[src/rtl/flag_int_unit.sv]
`default_nettype none
// +-----------------------------------------------------------------------+
// | flag_int_unit: C/Z flags with shadows, I flag, interrupt sync/latch    |
// | Revision: 1.0                                                         |
// +-----------------------------------------------------------------------+
module flag_int_unit #(
  parameter int SYNC_STAGES = 2
) (
  input  logic CLK,
  input  logic RESET,
  input  logic ALU_C,
  input  logic ALU_Z,
  input  logic FLG_C_SET,
  input  logic FLG_C_CLR,
  input  logic FLG_C_LD,
  input  logic FLG_Z_LD,
  input  logic FLG_LD_SEL,
  input  logic FLG_SHAD_LD,
  input  logic I_SET,
  input  logic I_CLR,
  input  logic INT_ACK,
  input  logic INTR_IN,
  output logic C,
  output logic Z,
  output logic I_FLAG,
  output logic INT
);

  logic                   c_q, c_d;
  logic                   z_q, z_d;
  logic                   shad_c_q, shad_c_d;
  logic                   shad_z_q, shad_z_d;
  logic                   i_flag_q, i_flag_d;
  logic                   pending_q, pending_d;
  logic                   prev_q, prev_d;
  logic [SYNC_STAGES-1:0] sync_q, sync_d;
  logic                   sync_last;
  logic                   rise;

  always_comb begin
    c_d = c_q;
    if (FLG_C_SET)      c_d = 1'b1;
    else if (FLG_C_CLR) c_d = 1'b0;
    else if (FLG_C_LD)  c_d = FLG_LD_SEL ? shad_c_q : ALU_C;

    z_d = z_q;
    if (FLG_Z_LD) z_d = FLG_LD_SEL ? shad_z_q : ALU_Z;

    // Shadows capture the pre-edge flags, so a simultaneous restore swaps.
    shad_c_d = FLG_SHAD_LD ? c_q : shad_c_q;
    shad_z_d = FLG_SHAD_LD ? z_q : shad_z_q;

    i_flag_d = i_flag_q;
    if (I_CLR)      i_flag_d = 1'b0;
    else if (I_SET) i_flag_d = 1'b1;
  end

  assign sync_last = sync_q[SYNC_STAGES-1];
  assign rise      = sync_last & ~prev_q;

  always_comb begin
    sync_d    = {sync_q[SYNC_STAGES-2:0], INTR_IN};
    prev_d    = sync_last;
    // A new edge wins over the acknowledge so it is never dropped.
    pending_d = rise | (pending_q & ~INT_ACK);
  end

  always_ff @(posedge CLK) begin
    if (RESET) begin
      c_q       <= 1'b0;
      z_q       <= 1'b0;
      shad_c_q  <= 1'b0;
      shad_z_q  <= 1'b0;
      i_flag_q  <= 1'b0;
      pending_q <= 1'b0;
      prev_q    <= 1'b0;
      sync_q    <= '0;
    end else begin
      c_q       <= c_d;
      z_q       <= z_d;
      shad_c_q  <= shad_c_d;
      shad_z_q  <= shad_z_d;
      i_flag_q  <= i_flag_d;
      pending_q <= pending_d;
      prev_q    <= prev_d;
      sync_q    <= sync_d;
    end
  end

  assign C      = c_q;
  assign Z      = z_q;
  assign I_FLAG = i_flag_q;
  assign INT    = pending_q & i_flag_q;

endmodule
`default_nettype wire

[config.mk]
export PLATFORM = sky130hd
export DESIGN_NAME = flag_int_unit
export DESIGN_NICKNAME = d
export VERILOG_FILES = /design/src/rtl/flag_int_unit.sv
export SDC_FILE = /design/constraint.sdc
export NUM_CORES = 1
export LEC_CHECK = 0
export ABC_AREA = 1
export BUFFER_PORTS_ARGS = -buffer_cell sky130_fd_sc_hd__clkbuf_2
export CAP_MARGIN = 10
export CORE_AREA = 2 2 39 41
export CTS_BUF_LIST = sky130_fd_sc_hd__clkbuf_16
export DETAILED_ROUTE_END_ITERATION = 8
export DIE_AREA = 0 0 41 43
export HOLD_SLACK_MARGIN = 0.06
export PLACE_DENSITY = 0.52
export SLEW_MARGIN = 20
export SYNTH_ARGS = -nofsm -noshare
export SYNTH_HDL_FRONTEND = slang
export SYNTH_SLANG_ARGS = --single-unit
[constraint.sdc]
create_clock -name CLK -period 1.6 [get_ports CLK]
set_input_delay 0.08 -clock CLK [delete_from_list [all_inputs] [get_ports CLK]]
set_output_delay 0.08 -clock CLK [all_outputs]
set_load 0.005 [all_outputs]
# == Word-level counts from Yosys, hierarchy flattened ==
# Cells that the tools add are included.
# W data, S select, Z words.
# word_totals
regBits,9
inputBits,14
output_inout_bits,4
elab_cells,21
# op_classes
n_mux,5
bitwise_logic,6
n_reduce_logical,2
# ops
op,count
$mux W1,5
$and A1 B1 Y1,3
$reduce_bool A3 Y1,1
$not A1 Y1,2
$reduce_or A2 Y1,1
$or A1 B1 Y1,1

# == Depth between registers and ports, before layout ==
# Gate-level depths: netlist (run 1).
# logic_depth
depth_word,4
mapped_depth,5
ltp_nobuf,5

# == Worst setup path before layout (run 1) ==
# No wires, ideal clock.
# synth_timing
path_type,flip-flop to flip-flop
start,register C (netlist name)
end,"register c_q, in the netlist C"
setup_time_ns,0.066
arrival_ns,0.621
required_ns,1.534
setup_slack_ns,0.913
path_stages_with_launch,5
n_path_buf,0
synth_period_minus_slack_ns,0.687
path_cell_list,dfxtp_1 -> nor2_1 -> nor2_2 -> nand2_2 -> a21oi_2
# synth_lines
item,line_no,rtl
end signal: assignment,70,c_q <= 1'b0;
end signal: assignment,79,c_q <= c_d;
end: declaration,29,"logic c_q, c_d;"

# == Worst setup path after layout (run 1) ==
# layout_timing
start,"register i_flag_q, in the netlist I_FLAG"
end,output port INT
# layout_between
elab_chain_cells,1
# layout_rtl
item,line_no,rtl
start: declaration,33,"logic i_flag_q, i_flag_d;"
start signal: assignment,83,i_flag_q <= i_flag_d;
$and A1 B1 Y1,93,assign INT = pending_q & i_flag_q;
end: declaration,26,output logic INT
# Every way passes these cells.

==> results of run 1 <==
report_power, final:
part | internal, W | total, W | leakage [nW] | switching (W)
Sequential | 0.000238 | 0.000244 | 0.0743 | 0.00000672
Clock | 0.000326 | 0.000425 | 0.0423 | 0.0000997
Combinational | 0.0000318 | 0.0000588 | 0.189 | 0.0000270
flip-flops by register name, summed over array words and instances, names as in the netlist:
| signal | count |
|---|---|
| Z | 1 |
| shad_z_q | 1 |
| shad_c_q | 1 |
| I_FLAG | 1 |
| sync_q | 2 |
| prev_q | 1 |
| pending_q | 1 |
| C | 1 |
critical path, cell delays in order, from the launching register on:
cell,delay [ns]
dfxtp_1,0.34
nand2_1,0.05
inv_1,0.05
clkbuf_2,0.10
worst min path at each step:
| stage | from | cells after the start | end | slack (ns) |
|---|---|---|---|---|
| after floorplan | RESET | 1 | C | 0.14 |
| after global placement | I_CLR | 2 | I_FLAG | 0.25 |
| after detailed placement | I_CLR | 2 | I_FLAG | 0.25 |
| after CTS | FLG_C_SET | 3 | C | 0.08 |
| after global routing | FLG_C_SET | 3 | C | 0.09 |
| final | FLG_C_SET | 3 | C | 0.08 |
synthesized netlist by cell type:
| cell type | instances | area [um^2] |
|---|---|---|
| nor2_2 | 1 | 6.26 |
| a21oi_2 | 1 | 8.76 |
| o22ai_2 | 1 | 12.5 |
| dfxtp_1 | 9 | 180 |
| nand2_1 | 6 | 22.5 |
| nand2_2 | 2 | 12.5 |
| nor3_1 | 1 | 5.00 |
| nor2_1 | 8 | 30.0 |
| inv_2 | 2 | 7.51 |
| nand3_2 | 1 | 10.0 |
| inv_1 | 7 | 26.3 |
| o211ai_2 | 1 | 12.5 |
| o21ai_0 | 2 | 10.0 |
| nand3_1 | 1 | 5.00 |
area by class of cell:
class                           count  area, um^2
Timing Repair Buffer               20         115
Sequential cell                     9         180
Tap cell                           16        20.0
Fill cell                         146         821
Inverter                            9        33.8
Clock inverter                      1        3.75
Multi-Input combinational cell     25         135
Clock buffer                        3        75.1
logic make-up after synthesis:
| group | share of synthesized area (%) |
|---|---|
| AO/OA/AOI/OAI | 12.5 |
| buffers and inverters | 9.68 |
| flip-flops | 51.6 |
| AND/OR/NAND/NOR | 26.2 |
layer usage:
metal	part of all wire, %	vias to the layer above
met5	0	-
met4	2.6	0
met3	5.7	2
met2	46	7
met1	45	128
li1	-	182
cells in the final DEF (no fill, tap or decap), types with 2 or more instances in the layout:
master / n
o21ai_0: 2
inv_1: 8
clkbuf_16: 3
clkbuf_2: 17
dlygate4sd3_1: 3
inv_2: 2
nand2_1: 6
nand2_2: 2
dfxtp_1: 9
nor2_1: 8
timing repair:
item | CTS | global route
hold buffers | 3 | 0
endpoints found under the hold margin | 3 | 0
setup endpoints to repair | 0 | 0
through the flow:
stage	cells	hold WS [ns]	instance area [um^2]	utilization (%)	setup slack, ns
finish	83	0.0757	563	40.7	0.753
floorplan	43	0.142	349	-	0.913
detailed placement	76	0.252	454	32.8	0.886
global route	83	0.0893	563	40.7	0.700
CTS	83	0.0761	563	40.7	0.743
global placement	76	0.246	454	32.8	0.918
==> metrics.cfg, run 1 <==
[run_status]
status = finished, final reports clean

[floorplan]
die_h_um = 43
start_util_pct = 25.2
fp.dieW_um = 41
fp.coreArea_um2 = 1380
std_cell_rows = 14
io_pins = 18
die_area_um2 = 1760

[worst_setup_path]
required_ns = 1.52
r2r-start = C
crit_end = INT
r2r_setup_slack_ns = 0.89
critPathLaunch = I_FLAG
crit_type = reg2out
critPathMaxFanout = 3
end_kind = output port
start_kind = flip-flop
worstRegToRegCells = 4
r2r_end = C
arrival_ns = 0.77

[placed_design]
dp_hpwl_um = 513
port_buffers = 17
routabilityCongestion = 0.620

[sta]
clock_skew_ns = 0.00129
tightest_slew_ns = 0.146
period_share_pct = 52.9
slew_violations = 0
rsz0062_at_grt = false
slew_headroom_pct = 90.2
hold_viol = 0
period_needed_ns = 0.847
fin_setup_tns_ns = 0
max_freq_mhz = 1180
setup_viol = 0

[clock_network]
path_clk_slew_ns = 0.04
cts_buffers = 3
clock-sinks = 9
cts_root_buf = clkbuf_16
cts_tree = built
clock_latency_ns = 0.23
post_cts_buffers = 0
clk_path_buf_depth = 2
ctsResizeCount = 0
htree_levels = 1

[drt]
antenna_left = 0
vias = 319
routed_wl_um = 665
drt-vias-per-instance = 3.84
drtIter0Drc = 3
drt_first_pass_iters = 3
wl_per_cell_um = 8.01
drc = 0

[synth]
yosys_warnings = 0
synthCells = 43
synth-seq-area-share_pct = 51.6
synth_nets = 57
ys_ff_latch = 9
syn_area_per_cell_um2 = 8.12
synth_area_um2 = 349
synth_cell_types = 14

[cells_and_area]
diodes = 0
nets = 82
area_delta_synth_final_pct = 61.3
drive_above_1_share_pct = 43.3

[global_routing]
grt_max_degree = 6
use_met1_pct = 11.3
met2_usage_pct = 12.8
grtUsageTotal_pct = 10.1
use_met3_pct = 4.71
grt_pass1_wl_um = 1120
grt_antenna_before_repair = 0
grt-ovfl-total = 0
grt_pass1_vias = 309
top_usage_layer = met2

[pwr]
power.density_nw_per_um2 = 1290
total_power_w = 0.000729
ir_drop_uv = 433
leakagePower_nw = 0.306

[run]
drv_cap = 0

[worst_hold_path]
hold_class = in2reg

Power figures use the tool's default switching activity.
==> run 2, diff against run 1 <==
==> constraint.sdc (replaced) <==
create_clock -name CLK -period 0.8 [get_ports CLK]
set_input_delay 0.04 -clock CLK [delete_from_list [all_inputs] [get_ports CLK]]
set_output_delay 0.04 -clock CLK [all_outputs]
set_load 0.005 [all_outputs]
==> run 2 against run 1 <==
  * Die area unchanged
  * Critical endpoint unchanged
  * Highest routed layer unchanged
  * Largest power group unchanged
  * Clock-buffer cell count unchanged
  * Via count increased by 7.5%
==> metrics.cfg, run 2 (same netlist as run 1, synthesis figures left out) <==
[global_routing]
grt_pass1_wl_um = 1320
grt-ovfl-total = 0
grt_antenna_before_repair = 0
grt_pass1_vias = 346
grtUsageTotal_pct = 11.9
grt_max_degree = 6

[pwr]
power.density_nw_per_um2 = 2410
leakagePower_nw = 0.328
total_power_w = 0.00148
ir_drop_uv = 867

[run]
drv_cap = 0

[cells_and_area]
largest_register = sync_q
final_cell_mix = clkbuf_2 (17), inv_1 (8), nor2_1 (8), dlygate4sd3_1 (8), dfxtp_1 (7)
area_delta_synth_final_pct = 76.3
post-route-cell-area_um2 = 616
fillers = 143
drive_above_1_share_pct = 43.1
largest_reg_flops = 2
layout_commonest_cell = clkbuf_2
nets = 87
diodes = 0

[placed_design]
routabilityCongestion = 0.620
dp_hpwl_um = 513
dp_slack_ns = 0.0856
place_area_um2 = 454
port_buffers = 17

[floorplan]
die_h_um = 43
std_cell_rows = 14
io_pins = 18
fp.dieW_um = 41
start_util_pct = 25.2
die_area_um2 = 1760
fp.coreArea_um2 = 1380

[clock_network]
cts_root_buf = clkbuf_16
clock_latency_ns = 0.23
post_cts_buffers = 0
cts_buffers = 3
clock-sinks = 9
path_clk_slew_ns = 0.04
htree_levels = 1
clk_path_buf_depth = 2
cts_tree = built

[drt]
vias = 343
antenna_left = 0
wl_met1_um = 330
routed_wl_um = 766
wl_per_cell_um = 8.70
drt-vias-per-instance = 3.90
drc = 0
met2RoutedLength_um = 384
routed-wl-met3_um = 33
drt_first_pass_iters = 4
top_signal_layer_used = met4
drtIter0Drc = 11

[run_status]
status = finished, final reports clean

[worst_setup_path]
required_ns = 0.76
arrival_ns = 0.75
crit_type = reg2out
start_kind = flip-flop
critPathMaxFanout = 3
end_kind = output port

[worst_hold_path]
hold_class = in2reg

[sta]
slew_violations = 0
period_share_pct = 98.1
clock_skew_ns = 0.00183
tightest_slew_ns = 0.156
setup_slack_ns = 0.0148
setup_viol = 0
hold_viol = 0
holdWs_ns = 0.0768
max_freq_mhz = 1270
rsz0062_at_grt = true
slew_headroom_pct = 89.5
period_needed_ns = 0.785

==> run 2: cell types whose count changed in the layout (fill, tap and decap cells not counted), sizes merged <==
cell,before,now
dlygate4sd3,3,8
==> run 2: power by group <==
group | leakage, nW | switching [W] | internal, W | total [W]
sequential | 0.0751 | 0.0000135 | 0.000476 | 0.000490
clock | 0.0423 | 0.000202 | 0.000652 | 0.000854
combinational | 0.210 | 0.0000591 | 0.0000797 | 0.000139
==> run 2: final timing paths <==
| path | depth (start not counted) | startpoint | slack (ns) | end |
|---|---|---|---|---|
| min | 4 | FLG_C_CLR | 0.08 | C |
| min reg2reg | 2 | sync_q[0] | 0.40 | sync_q[1] |
| max | 3 | I_FLAG | 0.01 | INT |
| max reg2reg | 4 | C | 0.09 | C |
==> run 2: layout make-up <==
type	count	area [um^2]	area share [%]
clock inverter	1	3.75	0.610
multi-input combinational	25	135	22.0
clock buffer	3	75.1	12.2
inverter	9	33.8	5.49
sequential	9	183	29.7
timing repair buffer	25	165	26.8
tap	16	20.0	3.25
==> run 2: timing repair <==
action	CTS	global route
hold buffers	8	0
setup endpoints to repair	1	1
hold endpoints to repair	5	0
resized for setup	2	0
==> run 2: layer usage <==
metal	global-route usage (%)	vias to the layer above
met5	0	-
met4	10.0	0
met3	4.71	2
met2	17.2	7
met1	12.6	143
li1	-	191
==> run 2: worst max-delay path: stages, from the launching register on <==
cell and delay, ns:
dfxtp_2 0.33, nand2_1 0.05, inv_1 0.04, clkbuf_2 0.10
==> run 2: through the flow <==
stage	TNS, ns	cells	utilization, %
final	0	88	44.5
after floorplan	0	43	-
after CTS	0	88	44.5
after global placement	0	76	32.8
after detailed placement	0	76	32.8
after global routing	-0.0411	88	44.5
==> run 3, diff against run 2 <==
==> constraint.sdc (replaced) <==
create_clock -name CLK -period 0.8 [get_ports CLK]
set_input_delay 0.04 -clock CLK [delete_from_list [all_inputs] [get_ports CLK]]
set_output_delay 0.04 -clock CLK [all_outputs]
set_load 0.02 [all_outputs]
==> run 3 against run 2 <==
  * Global-route usage shrank 1.7 points
  * Sequential cell count unchanged
  * Clock power increased by 1%
  * Utilization is 1.5 points higher
  * Clock skew about the same
  * Sequential share of layout area fell by 0.60 points
  * Highest routed layer is now met3
  * Die area did not move
  * Cell count down 1.1%
  * Hold slack got worse by 0.0078 ns
  * The run now ends with setup timing left
  * Final area is 3.5% higher
  * Sequential power about the same
  * Largest power group unchanged
  * Via count is 0.87% lower
==> metrics.cfg, run 3 (same netlist as run 1, synthesis figures left out) <==
[run_status]
status = finished with violations
failed_checks = setup timing

[sta]
setup_viol = 1
max_freq_mhz = 1200
tightest_slew_ns = 0.145
setup_slack_ns = -0.0303
clock_skew_ns = 0.00161
period_share_pct = 104
rsz0062_at_grt = true
slew_headroom_pct = 90.3
period_needed_ns = 0.830
slew_violations = 0
hold_viol = 0
holdWs_ns = 0.0690

[clock_network]
cts_tree = built
cts_root_buf = clkbuf_16
clock_latency_ns = 0.23
htree_levels = 1
clock-sinks = 9
cts_buffers = 3
clk_path_buf_depth = 2
post_cts_buffers = 0
path_clk_slew_ns = 0.04

[placed_design]
routabilityCongestion = 0.699
placedCellCount = 76
dp_hpwl_um = 483
dp_slack_ns = 0.100
port_buffers = 17

[pwr]
seq_power_share_pct = 32.5
leakagePower_nw = 0.328
ir_drop_uv = 1670
internal-power_w = 0.00122
switching_share_pct = 19.2
power_frac_comb_pct = 10.2
p_clk_share_pct = 57.3
power.density_nw_per_um2 = 2370
p_sw_w = 0.000290

[global_routing]
grtUsageTotal_pct = 10.2
grt_max_degree = 7
grt_pass1_vias = 331
grt_antenna_before_repair = 0
grt-ovfl-total = 0
grt_pass1_wl_um = 1210

[drt]
drc = 0
antenna_left = 0
routed_wl_um = 688
drtIter0Drc = 2
drt-vias-per-instance = 3.91
drt_first_pass_iters = 2
wl_per_cell_um = 7.91
vias = 340

[worst_setup_path]
arrival_ns = 0.79
critPathMaxFanout = 3
end_kind = output port
start_kind = flip-flop
crit_type = reg2out
required_ns = 0.76

[cells_and_area]
drive_above_1_share_pct = 47.9
layout_commonest_cell = clkbuf_2
largest_register = sync_q
seq_area_um2 = 185
fillers = 131
multiInputGateArea_um2 = 140
final_cell_mix = clkbuf_2 (14), nor2_1 (8), dlygate4sd3_1 (8)
nets = 86
largest_reg_flops = 2
diodes = 0
layout.cells.non_filler = 87
area_delta_synth_final_pct = 82.4

[worst_hold_path]
hold_class = in2reg

[floorplan]
die_area_um2 = 1760
io_pins = 18
start_util_pct = 25.2
fp.dieW_um = 41
die_h_um = 43
std_cell_rows = 14
fp.coreArea_um2 = 1380

[run]
drv_cap = 0

run 3: cell count changes in the layout (fill, tap and decap cells not counted), sizes merged:
| cell | delta |
|---|---|
| clkinv | +1 |
| inv | -1 |
| clkbuf | -1 |
run 3: final timing paths:
| path | from | end | slack (ns) | cells past startpoint |
|---|---|---|---|---|
| worst max-delay path | I_FLAG | INT | -0.03 | 3 |
| worst min-delay path | FLG_C_CLR | C | 0.07 | 4 |
| worst max register to register | C | C | 0.10 | 4 |
| worst min register to register | sync_q[0] | sync_q[1] | 0.40 | 2 |
run 3: power by group through the flow:
stage	clock network [W]	registers (W)	logic, W
floorplan	0	0.000506	0.0000523
global placement	0	0.000496	0.000118
detailed placement	0	0.000496	0.000119
CTS	0.000882	0.000491	0.000155
global route	0.000909	0.000493	0.000173
finish	0.000866	0.000491	0.000153
run 3: metrics by stage:
step                setup TNS, ns  power [W]  util [%]  cell area (um^2)
floorplan                       0   0.000558         -               350
global placement                0   0.000615      32.9               455
detailed placement              0   0.000615      32.9               455
CTS                       -0.0339    0.00153      46.0               637
global route              -0.0758    0.00157      46.0               637
finish                    -0.0303    0.00151      46.0               637
run 3: cell type report:
cell class / instances / share of cell area [%]
clock buffers: 3 / 11.8
clock inverters: 1 / 0.786
inverters: 9 / 5.30
multi-input cells: 25 / 22.0
flip-flops and latches: 9 / 29.1
well taps: 16 / 3.14
repair buffers: 24 / 27.9
run 3: worst max-delay path: stages, from the launching register on:
cell	delay (ns)
dfxtp_2	0.32
nand2_1	0.05
inv_1	0.05
clkbuf_8	0.13
run 3: per-layer routing:
metal | GRT usage (%) | routed length [um]
met5 | 0 | 0
met4 | 2.00 | 0
met3 | 6.28 | 14
met2 | 16.6 | 386
met1 | 10.8 | 287
run 3: what timing repair did:
item / CTS / global route
endpoints found under the hold margin: 5 / 0
hold buffers: 8 / 0
gates resized for setup: 7 / 1
pin swaps: 0 / 1
endpoints found under the setup margin: 2 / 3
